**src/rtl/rv32_instr_decoder.sv**
```systemverilog
// RV32IM decode stage: one-hot opcode vector, register fields and immediate, registered
// behind a valid/ready output stage with a one-entry skid. M-extension gated by RV32_DECODE_M_EXT_EN.
module rv32_instr_decoder #(
    parameter int ONEHOT_W = 48,
    parameter int PC_W     = 32
) (
    input  logic                clk,
    input  logic                rst,
    input  logic                flush,
    input  logic                in_valid,
    output logic                in_ready,
    input  logic [31:0]         in_instr,
    input  logic [PC_W-1:0]     in_pc,
    output logic                out_valid,
    input  logic                out_ready,
    output logic [ONEHOT_W-1:0] instructions,
    output logic [4:0]          rs1_addr,
    output logic [4:0]          rs2_addr,
    output logic [4:0]          rd_addr,
    output logic                rd_we,
    output logic [31:0]         imm,
    output logic [PC_W-1:0]     out_pc,
    output logic                illegal
);

    typedef struct packed {
        logic [ONEHOT_W-1:0] oh;
        logic [4:0]          rs1;
        logic [4:0]          rs2;
        logic [4:0]          rd;
        logic                we;
        logic [31:0]         imm;
        logic [PC_W-1:0]     pc;
        logic                ill;
    } entry_t;

    logic [6:0]          w_opc;
    logic [2:0]          w_f3;
    logic [6:0]          w_f7;
    logic [31:0]         w_imm_i, w_imm_s, w_imm_b, w_imm_u, w_imm_j;
    logic [ONEHOT_W-1:0] w_oh;
    logic [31:0]         w_imm_fmt;
    logic                w_writes;
    logic                w_illegal;
    logic                w_accept;
    entry_t              w_new;

    entry_t r_out, r_skid;
    logic   r_out_valid, r_skid_valid, r_in_ready;

    assign w_opc = in_instr[6:0];
    assign w_f3  = in_instr[14:12];
    assign w_f7  = in_instr[31:25];

    assign w_imm_i = {{20{in_instr[31]}}, in_instr[31:20]};
    assign w_imm_s = {{20{in_instr[31]}}, in_instr[31:25], in_instr[11:7]};
    assign w_imm_b = {{19{in_instr[31]}}, in_instr[31], in_instr[7], in_instr[30:25], in_instr[11:8], 1'b0};
    assign w_imm_u = {in_instr[31:12], 12'b0};
    assign w_imm_j = {{11{in_instr[31]}}, in_instr[31], in_instr[19:12], in_instr[20], in_instr[30:21], 1'b0};

    always_comb begin
        w_oh      = '0;
        w_imm_fmt = '0;
        w_writes  = 1'b0;
        case (w_opc)
            7'b0110111: begin w_oh[0] = 1'b1; w_imm_fmt = w_imm_u; w_writes = 1'b1; end
            7'b0010111: begin w_oh[1] = 1'b1; w_imm_fmt = w_imm_u; w_writes = 1'b1; end
            7'b1101111: begin w_oh[2] = 1'b1; w_imm_fmt = w_imm_j; w_writes = 1'b1; end
            7'b1100111: begin
                w_oh[3]   = (w_f3 == 3'b000);
                w_imm_fmt = w_imm_i;
                w_writes  = 1'b1;
            end
            7'b1100011: begin
                w_imm_fmt = w_imm_b;
                case (w_f3)
                    3'b000: w_oh[4] = 1'b1;
                    3'b001: w_oh[5] = 1'b1;
                    3'b100: w_oh[6] = 1'b1;
                    3'b101: w_oh[7] = 1'b1;
                    3'b110: w_oh[8] = 1'b1;
                    3'b111: w_oh[9] = 1'b1;
                    default: ;
                endcase
            end
            7'b0000011: begin
                w_imm_fmt = w_imm_i;
                w_writes  = 1'b1;
                case (w_f3)
                    3'b000: w_oh[10] = 1'b1;
                    3'b001: w_oh[11] = 1'b1;
                    3'b010: w_oh[12] = 1'b1;
                    3'b100: w_oh[13] = 1'b1;
                    3'b101: w_oh[14] = 1'b1;
                    default: ;
                endcase
            end
            7'b0100011: begin
                w_imm_fmt = w_imm_s;
                case (w_f3)
                    3'b000: w_oh[15] = 1'b1;
                    3'b001: w_oh[16] = 1'b1;
                    3'b010: w_oh[17] = 1'b1;
                    default: ;
                endcase
            end
            7'b0010011: begin
                w_imm_fmt = w_imm_i;
                w_writes  = 1'b1;
                // shift-immediates reuse imm[11:5] as funct7, so it must be checked
                case (w_f3)
                    3'b000: w_oh[18] = 1'b1;
                    3'b010: w_oh[19] = 1'b1;
                    3'b011: w_oh[20] = 1'b1;
                    3'b100: w_oh[21] = 1'b1;
                    3'b110: w_oh[22] = 1'b1;
                    3'b111: w_oh[23] = 1'b1;
                    3'b001: w_oh[24] = (w_f7 == 7'b0000000);
                    3'b101: begin
                        w_oh[25] = (w_f7 == 7'b0000000);
                        w_oh[26] = (w_f7 == 7'b0100000);
                    end
                    default: ;
                endcase
            end
            7'b0110011: begin
                w_writes = 1'b1;
                case (w_f7)
                    7'b0000000: begin
                        case (w_f3)
                            3'b000: w_oh[27] = 1'b1;
                            3'b001: w_oh[29] = 1'b1;
                            3'b010: w_oh[30] = 1'b1;
                            3'b011: w_oh[31] = 1'b1;
                            3'b100: w_oh[32] = 1'b1;
                            3'b101: w_oh[33] = 1'b1;
                            3'b110: w_oh[35] = 1'b1;
                            default: w_oh[36] = 1'b1;
                        endcase
                    end
                    7'b0100000: begin
                        w_oh[28] = (w_f3 == 3'b000);
                        w_oh[34] = (w_f3 == 3'b101);
                    end
`ifdef RV32_DECODE_M_EXT_EN
                    7'b0000001: w_oh[47:40] = 8'b1 << w_f3;
`else
                    7'b0000001: w_oh[47:40] = 8'b0;
`endif
                    default: ;
                endcase
            end
            7'b0001111: begin w_oh[37] = (w_f3 == 3'b000); w_imm_fmt = w_imm_i; end
            7'b1110011: begin
                w_oh[38] = (in_instr[31:7] == 25'h0000000);
                w_oh[39] = (in_instr[31:7] == 25'h0002000);
            end
            default: ;
        endcase
    end

    // illegal words still travel downstream, but with no immediate and no write
    assign w_illegal = ~|w_oh;
    assign w_accept  = in_valid & r_in_ready;

    always_comb begin
        w_new     = '0;
        w_new.oh  = w_oh;
        w_new.rs1 = in_instr[19:15];
        w_new.rs2 = in_instr[24:20];
        w_new.rd  = in_instr[11:7];
        w_new.we  = w_writes & ~w_illegal & (|in_instr[11:7]);
        w_new.imm = w_illegal ? 32'h0 : w_imm_fmt;
        w_new.pc  = in_pc;
        w_new.ill = w_illegal;
    end

    always_ff @(posedge clk) begin
        if (rst) begin
            r_out        <= '0;
            r_skid       <= '0;
            r_out_valid  <= 1'b0;
            r_skid_valid <= 1'b0;
            r_in_ready   <= 1'b0;
        end else if (flush) begin
            r_out_valid  <= 1'b0;
            r_skid_valid <= 1'b0;
            r_in_ready   <= 1'b1;
        end else if (!r_out_valid || out_ready) begin
            // skid full implies in_ready was low, so no new word competes with it
            if (r_skid_valid) begin
                r_out        <= r_skid;
                r_out_valid  <= 1'b1;
                r_skid_valid <= 1'b0;
            end else begin
                r_out_valid <= w_accept;
                if (w_accept) r_out <= w_new;
            end
            r_in_ready <= 1'b1;
        end else if (w_accept) begin
            r_skid       <= w_new;
            r_skid_valid <= 1'b1;
            r_in_ready   <= 1'b0;
        end
    end

    assign in_ready     = r_in_ready;
    assign out_valid    = r_out_valid;
    assign instructions = r_out.oh;
    assign rs1_addr     = r_out.rs1;
    assign rs2_addr     = r_out.rs2;
    assign rd_addr      = r_out.rd;
    assign rd_we        = r_out.we;
    assign imm          = r_out.imm;
    assign out_pc       = r_out.pc;
    assign illegal      = r_out.ill;

endmodule

```
**config.mk**
```make
export PLATFORM = sky130hd
export DESIGN_NAME = rv32_instr_decoder
export DESIGN_NICKNAME = d
export VERILOG_FILES = /design/src/rtl/rv32_instr_decoder.sv
export SDC_FILE = /design/constraint.sdc
export NUM_CORES = 1
export LEC_CHECK = 0
export BUFFER_PORTS_ARGS = -buffer_cell sky130_fd_sc_hd__buf_4
export CORE_MARGIN = 4
export CORE_UTILIZATION = 55
export DETAILED_ROUTE_END_ITERATION = 8
export GPL_ROUTABILITY_DRIVEN = 0
export PLACE_DENSITY_LB_ADDON = 0.1
export SLEW_MARGIN = 15
export SYNTH_ARGS = -nofsm -noshare
export SYNTH_HDL_FRONTEND = slang
export SYNTH_SLANG_ARGS = --single-unit
```
**constraint.sdc**
```tcl
create_clock -name clk -period 3 [get_ports clk]
set_clock_uncertainty 0.2 [all_clocks]
set_input_delay 0.3 -clock clk [delete_from_list [all_inputs] [get_ports clk]]
set_output_delay 0.3 -clock clk [all_outputs]
set_load 0.01 [all_outputs]
```
### Word level (Yosys, flattened, before mapping)

Cells that the tools add are included.

| cells by class | value |
|---|---|
| bitwise gates (word level) | 5 |
| muxes and demuxes | 36 |
| reductions and logical operators | 18 |
| equal/unequal tests | 20 |

Operator list:

| kind | count |
|---|---|
| 129-bit 2-to-1 mux | 2 |
| 32-bit case mux with 5 select lines | 1 |
| 40-bit OR reduction | 1 |
| 32-bit 2-to-1 mux | 1 |
| 7-bit by 6-bit equality test with 1-bit output (second input constant) | 4 |
| 7-bit equality test (second input constant) | 4 |
| 25-bit by 14-bit equality test with 1-bit output (second input constant) | 1 |
| 25-bit logical NOT | 1 |
| 1-bit 2-to-1 mux | 23 |
| 7-bit by 5-bit equality test with 1-bit output (second input constant) | 2 |
| 7-bit OR reduction | 2 |
| 3-bit equality test (second input constant) | 4 |
| 10-bit 2-to-1 mux | 1 |
| 5-bit 2-to-1 mux | 2 |
| 9-bit 2-to-1 mux | 1 |
| 7-bit by 2-bit equality test with 1-bit output (second input constant) | 1 |
| 7-bit by 4-bit equality test with 1-bit output (second input constant) | 1 |
| 7-bit logical NOT | 1 |
| 3-bit by 2-bit equality test with 1-bit output (second input constant) | 2 |
| 2-bit 2-to-1 mux | 3 |
| 6-bit 2-to-1 mux | 1 |
| 3-bit AND reduction | 2 |
| 5-bit OR reduction | 1 |
| 2-bit OR reduction | 2 |
| 11 further kinds | 15 |

| storage, ports and cells | value |
|---|---|
| register bits after elaboration | 253 |
| logic and storage cells | 98 |
| output and inout bits | 131 |

### Logic depth before layout (Yosys ltp)

Gate-level depths: netlist of run 1.

| logic depth | value |
|---|---|
| word-level depth | 10 |
| gate-level depth with buffers | 10 |

### Worst setup path after synthesis of run 1

OpenSTA, ideal clock, no wires.

| path | value |
|---|---|
| path type | input -> register |
| from | in in_instr[7] |
| to | reg r_out (netlist bit imm[1]) |
| arrival time | 2.006 ns |
| path buffers | 1 |
| setup slack | 0.715 ns |
| cell stages on the path | 7 |
| library setup time | 0.080 ns |
| data required time | 2.720 ns |
| cell sequence | or4_1 > nor4_2 > nand4_2 > a21oi_4 > nor2_1 > buf_2 > a211oi_2 |

| between the ends | value |
|---|---|
| cells in the longest elaborated chain, start to end | 6 |
| elaborated cells between the ends (all ways) | 7 |
| those cells by class | eq/ne (1); mux (4); reduce/logical (2) |

Ends and longest elaborated chain:

| what | line | source |
|---|---|---|
| start, declared | 12 | `input logic [31:0] in_instr,` |
| 25-bit by 14-bit equality test with 1-bit output or 25-bit logical NOT (tied branches) | 156, 155 |  |
| 2-bit 2-to-1 mux * | 65 | `case (w_opc)` |
| 40-bit OR reduction * | 163 | `assign w_illegal = ~\|w_oh;` |
| 32-bit 2-to-1 mux * | 173 | `w_new.imm = w_illegal ? 32'h0 : w_imm_fmt;` |
| 129-bit 2-to-1 mux * | 197 | `if (w_accept) r_out <= w_new;` |
| 129-bit 2-to-1 mux * | 191 | `if (r_skid_valid) begin` |
| end signal, assigned | 192 | `r_out <= r_skid;` |
| end signal, assigned | 197 |  |
| end, declared | 48 | `entry_t r_out, r_skid;` |

Every way passes the cells marked *; elsewhere a longest branch is shown, timed or not. The select of a mux whose other input is x is not followed.
A chain may end at the register's enable or synchronous reset.

### Final worst setup path of run 1

| path | value |
|---|---|
| from | in in_instr[8] |
| to | reg r_out (netlist bit imm[8]) |

The elaborated chain is that of the path after synthesis.

==> results of run 1 <==
where the power goes:
part,switching (mW),internal (mW)
clock network,1.28,1.85
logic,0.406,0.333
registers,0.0498,3.34
total,1.74,5.52
cell type report:
class / instances / area share, %
Multi-Input combinational cell: 968 / 38.3
Sequential cell: 245 / 35.9
Timing Repair Buffer: 286 / 17.1
Clock buffer: 38 / 5.61
Tap cell: 260 / 2.38
Clock inverter: 6 / 0.466
Inverter: 11 / 0.302
path summary, 6_finish.rpt:
check / slack, ns / cells after the start / start / end
hold / removal: 0.02 / 4 / in_instr[12] / r_skid[116]$_SDFFE_PP0P_
setup / recovery: 0.08 / 9 / in_instr[8] / imm[8]$_SDFFE_PP0P_
hold reg to reg: 0.25 / 2 / r_skid[60]$_SDFFE_PP0P_ / r_skid[60]$_SDFFE_PP0P_
setup reg to reg: 0.57 / 7 / r_skid_valid$_SDFFE_PP0P_ / imm[23]$_SDFFE_PP0P_
timing repair:
action	4_1_cts	5_1_grt
resized for setup	0	1
hold buffers	56	0
hold endpoints to repair	111	0
endpoints found under the setup margin	0	1
through the flow:
stage | total power [mW] | cell area (sq um) | worst slack (ns)
2_1_floorplan | 3.80 | 10700 | 0.715
3_3_place_gp | 4.12 | 12300 | 0.175
3_5_place_dp | 4.13 | 12300 | 0.0646
4_1_cts | 7.30 | 13700 | 0.209
5_1_grt | 7.52 | 13700 | -0.0181
6_report | 7.26 | 13700 | 0.0833
state kept, by name (all words and copies together) (netlist names), 5 cells and up:
signal,cells
imm,32
instructions,40
out_pc,32
r_skid,121
rd_addr,5
rs1_addr,5
rs2_addr,5
routing by layer:
metal	wire, um	vias to the layer above	GRT usage, %
li1	-	5101	-
met1	13000	4999	37.1
met2	15200	476	47.0
met3	2820	95	5.92
met4	1000	0	9.46
met5	0	-	0
cell families after synthesis:
group                  count (synthesis)  share of synthesized area, %
other                                  1                        0.0352
XOR/XNOR                               1                        0.0823
multiplexers                          47                          4.42
buffers and inverters                138                          5.27
AND/OR/NAND/NOR                      550                          23.2
flip-flops                           245                          46.1
AO/OA/AOI/OAI                        362                          20.9
synth_stat cells, types with 5 or more instances:
master / number
o22ai_1: 7
o21bai_1: 11
mux2i_1: 47
a221oi_1: 8
or3_1: 28
nand3_1: 30
nor3_1: 82
dfxtp_1: 245
or2_2: 5
buf_4: 8
inv_1: 11
nor2_1: 158
o21ai_0: 43
a211oi_1: 68
and3_1: 9
o21ai_1: 34
o311ai_0: 7
nor4_1: 7
clkbuf_1: 106
o211ai_1: 7
buf_2: 10
a21oi_1: 145
nand2_1: 196
worst max-delay path, cell delays in order:
cell	delay [ns]
dlygate4sd3_1	0.55
buf_4	0.15
or4_1	0.58
nor4_2	0.29
nand4_2	0.19
a21oi_4	0.26
buf_4	0.17
o2111ai_2	0.26
o31ai_2	0.36
==> impl_results.md, run 1 <==
* Pwr dens at 531 nW/um^2
* Via count at 10700
* CTS Root Cell: clkbuf_16
* Setup crit start kind: primary input
* CTS sink count at 245
* Setup repair bufs after CTS at 0
* Top FF cell, synth: dfxtp_1
* Die area at 21600 sq um
* Setup TNS at 0 ns
* Synth cell types at 60
* Ys async rst share at 0%
* Die width at 147 um
* CP required at 3.22 ns
* Total Routed Length at 32100 um
* Remaining DRCs at 0
* Hold Path Class: in -> reg
* Ys Warns at 0
* Top-area cell type share of the netlist area at 46.1%
* Outcome: completed
* Fin Hold WS at 0.0209 ns
* Setup CP Type: in -> reg
* Pins Over Slew Limit at 0
* Register area at 4910 sq um
* Clock-pin slew on the worst setup and hold paths at 0.06 ns
* Final Util at 72.4%
* Largest net degree at the start of global routing at 77
* Area of the multi-input gates at 5240 sq um
* Yosys top cell by area: dfxtp_1
* Final cell count without fillers at 1814
* Starting Density at 56.3%
* Most frequent cells in the layout: 244 x dfxtp_1, 225 x buf_4, 195 x nand2_1
* Mapped Avg Cell Area at 7.92 sq um
* Fmax at 343 MHz
* Worst-path fanout max at 6
* Gate Count Post-Synth at 1344
* Measured slew at the worst slew-check pin at 1.11 ns
* First-pass iteration count of the detailed router at 6
* # IOs at 200
* PortBufs at 191
* Antenna-violating nets left at 0
* Die Ht at 147 um
* CTS buffer count at 26
* Nets at 1607
* Synth-to-Final Area Change at 28.5%
* Tmin final at 2.92 ns
* Max clock buf depth at 3
* Count of final hold-check violations at 0
* Maximum VDD drop at 0.498 mV
* Worst EP arrival at 3.13 ns
* Mean number of vias per cell at 5.88
* N_diodes at 0
* Top cells by area, synth: dfxtp_1 46%, nand2_1 6.9%, a21oi_1 6.8%
* Sequential area share after synthesis at 46.1%
* Max-Cap Viols at 0
* Antenna violations before repair at 0
* Yosys reg bits at 245
* TritonCTS clock tree: built
* Final period util at 97.2%
* Layout cells sized above 1 at 18.9%
* First-pass GRT wire length at 51800 um
* DRT iter0 DRCs at 898
* Vias in the first global route at 10100
* Relative slew slack at 26.1%
* Fillers at 1509
* Core area at 18900 sq um
* EDFF count, synth at 0
* Grt total ovfl at 0
* Syn Std Cell Area at 10600 sq um
* H-tree depth at 1
* DR WL/cell at 17.7 um
* Cells after DPL at 1714
* Tot GR Track Use at 28.4%
* Worst skew pair latency at 0.52 ns
* Final setup viols at 0
* Most common library cell in the layout ignoring fill and taps: dfxtp_1
* Leakage at 5.12 nW
* FP Rows at 50
* DPL Wire Length at 20800 um
* CP Capture Type: register
Power figures use the tool's default switching activity.
==> run 2: changes to the inputs <==
Settings changed: CORE_UTILIZATION 55 to 50.
Clock period 3 ns to 2.5 ns, I/O delays scaled along.
==> run 2 against run 1 <==
Sequential share of layout area down 1.7 points. Largest power group is now the clock network. Global-route usage decreased by 1.8 points. Die area up 9.4%.
==> impl_results.md, run 2 (synthesis results as in run 1) <==
* Max reg flops at 121 (unchanged)
* First-pass GRT wire length at 52800 um (+2.0%)
* Final WS setup at 0.0409 ns (-0.0424 ns)
* Antenna violations before repair at 0 (unchanged)
* Setup crit start kind: primary input
* Count of final hold-check violations at 0 (unchanged)
* Nets at 1649 (+2.6%)
* Tmin final at 2.46 ns
* Worst EP arrival at 2.71 ns (-0.42 ns)
* Hold Path Class: in -> reg
* CTS buffer count at 26 (unchanged)
* Layout cells sized above 1 at 21.6% (+2.7 points)
* Antenna-violating nets left at 0 (unchanged)
* N_diodes at 0 (unchanged)
* Pins Over Slew Limit at 0 (unchanged)
* TritonCTS clock tree: built
* Critical Path Sink: r_skid[50]$_SDFFE_PP0P_
* Most common library cell in the layout ignoring fill and taps: buf_4
* Pwr Total at 9.11 mW (+25%)
* FP Rows at 53 (+6.0%)
* CP required at 2.75 ns (-0.47 ns)
* Highest metal used: met4
* Worst skew pair latency at 0.53 ns (about the same)
* Tot GR Track Use at 26.6% (-1.8 points)
* Synth-to-Final Area Change at 34.8%
* Measured slew at the worst slew-check pin at 0.865 ns (-0.243 ns)
* Total Routed Length at 33400 um (+4.1%)
* DRT iter0 DRCs at 760 (-15%)
* Setup TNS at 0 ns (unchanged)
* Leakage at 5.48 nW (+6.9%)
* Routed wl met2 at 16000 um (+5.1%)
* Starting Density at 50.8% (-5.5 points)
* Largest net degree at the start of global routing at 163 (+110%)
* Die width at 154 um (+4.6%)
* Vias in the first global route at 10000 (-1.0%)
* Via count at 10700 (+0.40%)
* Maximum VDD drop at 0.520 mV (+4.4%)
* H-tree depth at 1 (unchanged)
* Core area at 21000 sq um (+11%)
* RR Endpoint: imm[0]$_SDFFE_PP0P_
* Critical path's slowest cell: nor4_1
* Met3 wire length at 2700 um (-4.4%)
* Final Util at 68.5% (-4.0 points)
* Die area at 23700 sq um (+9.4%)
* Outcome: completed
* Setup CP Type: in -> reg
* Cell area after layout at 14300 sq um (+4.9%)
* Mean number of vias per cell at 5.73 (-2.7%)
* Routed length on met1 at 13900 um (+6.5%)
* Crit. Startpoint: in_instr[24]
* Max stage delay on crit path at 0.56 ns (-0.02 ns)
* Final setup viols at 0 (unchanged)
* Fmax at 407 MHz
* Pre-CTS setup slack at -0.110 ns (-0.174 ns)
* Die Ht at 154 um (+4.6%)
* Pwr dens at 635 nW/um^2 (+20%)
* CTS Root Cell: clkbuf_16
* CTS sink count at 245 (unchanged)
* Cells after DPL at 1756 (+2.5%)
* Max clock buf depth at 3 (unchanged)
* Max-Cap Viols at 0 (unchanged)
* DR WL/cell at 17.8 um (+0.89%)
* Worst-path fanout max at 6 (unchanged)
* Fin Hold WS at 0.0416 ns (+0.0207 ns)
* DPL Wire Length at 21100 um (+1.6%)
* Relative slew slack at 42.3% (+16 points)
* Area after DPL at 12500 sq um (+2.1%)
* CP Cell Sequence: dlygate4sd3_1 -> buf_4 -> nor4_1 -> nand4_4 -> a21oi_4 -> buf_6 -> o21ai_4 -> buf_4 -> buf_6 -> o21ai_1
* Largest reg by FF count: r_skid
* Reg2Reg Setup Slack at 0.30 ns (-0.27 ns)
* Most frequent cells in the layout: 248 x buf_4, 244 x dfxtp_1, 195 x nand2_1
* Clock-pin slew on the worst setup and hold paths at 0.06 ns (about the same)
* Final cell count without fillers at 1871 (+3.1%)
* Final period util at 98.4%
* Remaining DRCs at 0 (unchanged)
* Reg2reg start: in_ready$_SDFFE_PP0P_
* Grt total ovfl at 0 (unchanged)
* CP Capture Type: register
* First-pass iteration count of the detailed router at 5 (-1)
* R2R depth at 7 (unchanged)
* PortBufs at 191 (unchanged)
* # IOs at 200 (unchanged)
## run 2: changes by cell type in the layout (fill, tap and decap cells not counted), sizes merged
cell and change:
clkbuf +2, dlymetal6s4s +4, clkinv -1, dlygate4sd3 +6, bufinv +2, inv -1, buf +30
## run 2: how the worst min path moves through the flow
| stage | from | cells past startpoint | to | slack [ns] |
|---|---|---|---|---|
| after floorplan | flush | 1 | out_valid$_SDFFE_PP0P_ | 0.13 |
| after global placement | r_skid[64]$_SDFFE_PP0P_ | 2 | r_skid[64]$_SDFFE_PP0P_ | 0.23 |
| after detailed placement | r_skid[53]$_SDFFE_PP0P_ | 2 | r_skid[53]$_SDFFE_PP0P_ | 0.24 |
| after CTS | in_instr[3] | 5 | r_skid[83]$_SDFFE_PP0P_ | 0.04 |
| after global routing | in_instr[16] | 3 | r_skid[77]$_SDFFE_PP0P_ | 0.02 |
| final | in_instr[16] | 3 | r_skid[77]$_SDFFE_PP0P_ | 0.04 |
## run 2: area by class of cell
cell class              instances  area (sq um)
fillers                      1755          6610
clock inverters                 6           119
well taps                     275           344
clock buffers                  38           807
flip-flops and latches        245          4910
inverters                      11          41.3
multi-input cells             968          5340
repair buffers                328          2780
## run 2: routing by layer
metal,global-route usage [%],vias to the layer above
met3,5.15,64
met5,0,-
met1,35.7,5019
li1,-,5187
met4,7.49,0
met2,44.0,444
## run 2: what timing repair did
action                                 in CTS  in global routing
resized for setup                           0                 38
setup buffers                               0                  5
setup endpoints to repair                   0                 55
endpoints found under the hold margin     148                  0
hold buffers                               66                  0
## run 2: power breakdown
part	switching [mW]	internal, mW
Clock	1.58	2.53
Sequential	0.0601	4.00
Combinational	0.506	0.427
## run 2: critical path, delay by kind of cell
kind            cells  cell delay [ns]
compound gates      3             0.50
buf+inv             5             1.19
simple gates        2             0.75
==> run 3: changes to the inputs <==
Settings changed: CAP_MARGIN from default to 10, CORE_UTILIZATION 50 to 30.
Clock period 2.5 ns to 2.3 ns, I/O delays scaled along.
==> run 3 against run 2 <==
Sequential cell count unchanged. Combinational power up 16%. Global-route usage is 8.1 points lower. Critical endpoint is now imm[8]$_SDFFE_PP0P_.
==> impl_results.md, run 3 (synthesis results as in run 1) <==
* Outcome: completed
* Clock-pin slew on the worst setup and hold paths at 0.06 ns (about the same)
* CP required at 2.55 ns (-0.20 ns)
* First-pass iteration count of the detailed router at 5 (unchanged)
* Core area at 34800 sq um (+66%)
* Final period util at 95.5%
* Max-Cap Viols at 0 (unchanged)
* Final setup viols at 0 (unchanged)
* Setup crit start kind: primary input
* Most frequent CP cell: buf_4
* Area after DPL at 13200 sq um (+4.8%)
* Clock network power share at 44.3% (-0.8 points)
* Power Internal at 7.44 mW (+6.8%)
* CTS Root Cell: clkbuf_16
* First-pass GRT wire length at 58400 um (+11%)
* Pins Over Slew Limit at 0 (unchanged)
* Max clock buf depth at 3 (unchanged)
* Final Util at 42.7% (-26 points)
* Tot GR Track Use at 18.5% (-8.1 points)
* Leakage at 5.63 nW (+2.7%)
* Die width at 196 um (+28%)
* # IOs at 200 (unchanged)
* Worst skew pair latency at 0.55 ns (+0.02 ns)
* Largest reg by FF count: r_skid
* Antenna violations before repair at 0 (unchanged)
* Tmin final at 2.20 ns
* Worst EP arrival at 2.45 ns (-0.26 ns)
* Pwr dens at 664 nW/um^2 (+4.6%)
* CP Cell Sequence: dlygate4sd3_1 -> buf_4 -> nor4_1 -> buf_4 -> nand4_4 -> a21oi_4 -> buf_12 -> o2111ai_4 -> o31ai_2
* Max reg flops at 121 (unchanged)
* Register share of total power at 44.8% (+0.2 points)
* Vias in the first global route at 10200 (+1.2%)
* PortBufs at 191 (unchanged)
* CTS sink count at 245 (unchanged)
* Fmax at 456 MHz
* DR WL/cell at 17.8 um (-0.21%)
* Via count at 10500 (-2.1%)
* Most common library cell in the layout ignoring fill and taps: buf_4
* CP Capture Type: register
* Measured slew at the worst slew-check pin at 0.892 ns (+0.0271 ns)
* Grt total ovfl at 0 (unchanged)
* DPL Wire Length at 25400 um (+20%)
* RSZ-0062 raised after global routing: no
* Cell area after layout at 14900 sq um (+3.6%)
* Combinational Power Share at 10.9% (+0.7 points)
* FP Rows at 68 (+28%)
* N_diodes at 0 (unchanged)
* Remaining DRCs at 0 (unchanged)
* TritonCTS clock tree: built
* Die Ht at 196 um (+28%)
* Starting Density at 30.6% (-20 points)
* Largest net degree at the start of global routing at 83 (-49%)
* Setup CP Type: in -> reg
* DRT iter0 DRCs at 655 (-14%)
* Sw Ratio at 24.7% (+1.1 points)
* Net Sw Power at 2.44 mW (+14%)
* Relative slew slack at 40.5% (-1.8 points)
* Critical path's slowest cell: dlygate4sd3_1
* Nets at 1690 (+2.5%)
* Die area at 38600 sq um (+63%)
* Mean number of vias per cell at 5.01 (-13%)
* Synth-to-Final Area Change at 39.6%
* Antenna-violating nets left at 0 (unchanged)
* Worst-path fanout max at 6 (unchanged)
* Count of final hold-check violations at 0 (unchanged)
* Total Routed Length at 37300 um (+12%)
* Layout cells sized above 1 at 23.2% (+1.5 points)
* Maximum VDD drop at 0.540 mV (+3.9%)
* Max stage delay on crit path at 0.54 ns (-0.02 ns)
* Hold Path Class: in -> reg
* Most frequent cells in the layout: 286 x buf_4, 244 x dfxtp_1, 195 x nand2_1
* H-tree depth at 1 (unchanged)
* CTS buffer count at 29 (+12%)
run 3: cell count changes in the layout (fill, tap and decap cells not counted), sizes merged:
| cell | before | now |
|---|---|---|
| clkbuf | 40 | 43 |
| dlymetal6s4s | 4 | 1 |
| bufinv | 3 | 1 |
| inv | 11 | 12 |
| clkinv | 2 | 6 |
| dlygate4sd3 | 62 | 61 |
| buf | 260 | 304 |
| clkinvlp | 1 | 0 |
run 3: path summary, 6_finish.rpt:
| check | cells after the start | slack (ns) | startpoint | endpoint |
|---|---|---|---|---|
| hold reg to reg | 2 | 0.24 | r_skid[38]$_SDFFE_PP0P_ | r_skid[38]$_SDFFE_PP0P_ |
| setup reg to reg | 6 | 0.23 | out_valid$_SDFFE_PP0P_ | r_skid[106]$_SDFFE_PP0P_ |
| setup / recovery | 9 | 0.10 | in_instr[24] | imm[8]$_SDFFE_PP0P_ |
| hold / removal | 4 | 0.02 | in_instr[16] | r_skid[77]$_SDFFE_PP0P_ |
run 3: per-layer routing:
layer	up-vias	wire, um	track usage, %
li1	5272	-	-
met1	4904	17600	26.3
met4	0	948	4.73
met2	257	16900	29.4
met3	58	1930	2.97
met5	-	0	0
run 3: cell type report:
type	count	area (sq um)
clock inverters	8	68.8
clock buffers	43	828
fillers	3555	19900
multi-input cells	968	5340
repair buffers	366	3100
flip-flops and latches	245	4910
well taps	455	569
inverters	11	41.3
run 3: metrics by stage:
step / TNS (ns) / cells / hold slack, ns / setup WS, ns / power, mW
2_1_floorplan: 0 / 1351 / 0.108 / 0.0846 / 4.96
3_5_place_dp: -13.78 / 1977 / 0.227 / -0.284 / 5.49
6_report: 0 / 2096 / 0.0159 / 0.105 / 9.87
3_3_place_gp: -13.59 / 1977 / 0.221 / -0.274 / 5.49
4_1_cts: 0 / 2090 / 0.0188 / 0.0126 / 10.0
5_1_grt: 0 / 2096 / 0.0557 / 0.000180 / 10.3
run 3: power groups by stage:
stage               Sequential, mW  Combinational [mW]  Clock, mW
finish                        4.42                1.08       4.38
global route                  4.43                1.18       4.68
CTS                           4.42                1.07       4.52
global placement              4.51               0.982          0
floorplan                     4.55               0.409          0
detailed placement            4.51               0.983          0
run 3: what timing repair did:
item,4_1_cts,5_1_grt
buffers inserted,0,7
hold buffers,62,0
hold endpoints to repair,155,0
resized for setup,0,20
setup endpoints to repair,0,77
run 3: critical path, delay by kind of cell:
| family | cells | cell delay [ns] |
|---|---|---|
| AO/OA/AOI/OAI | 3 | 0.70 |
| AND/OR/NAND/NOR | 2 | 0.46 |
| buffers and inverters | 4 | 1.04 |
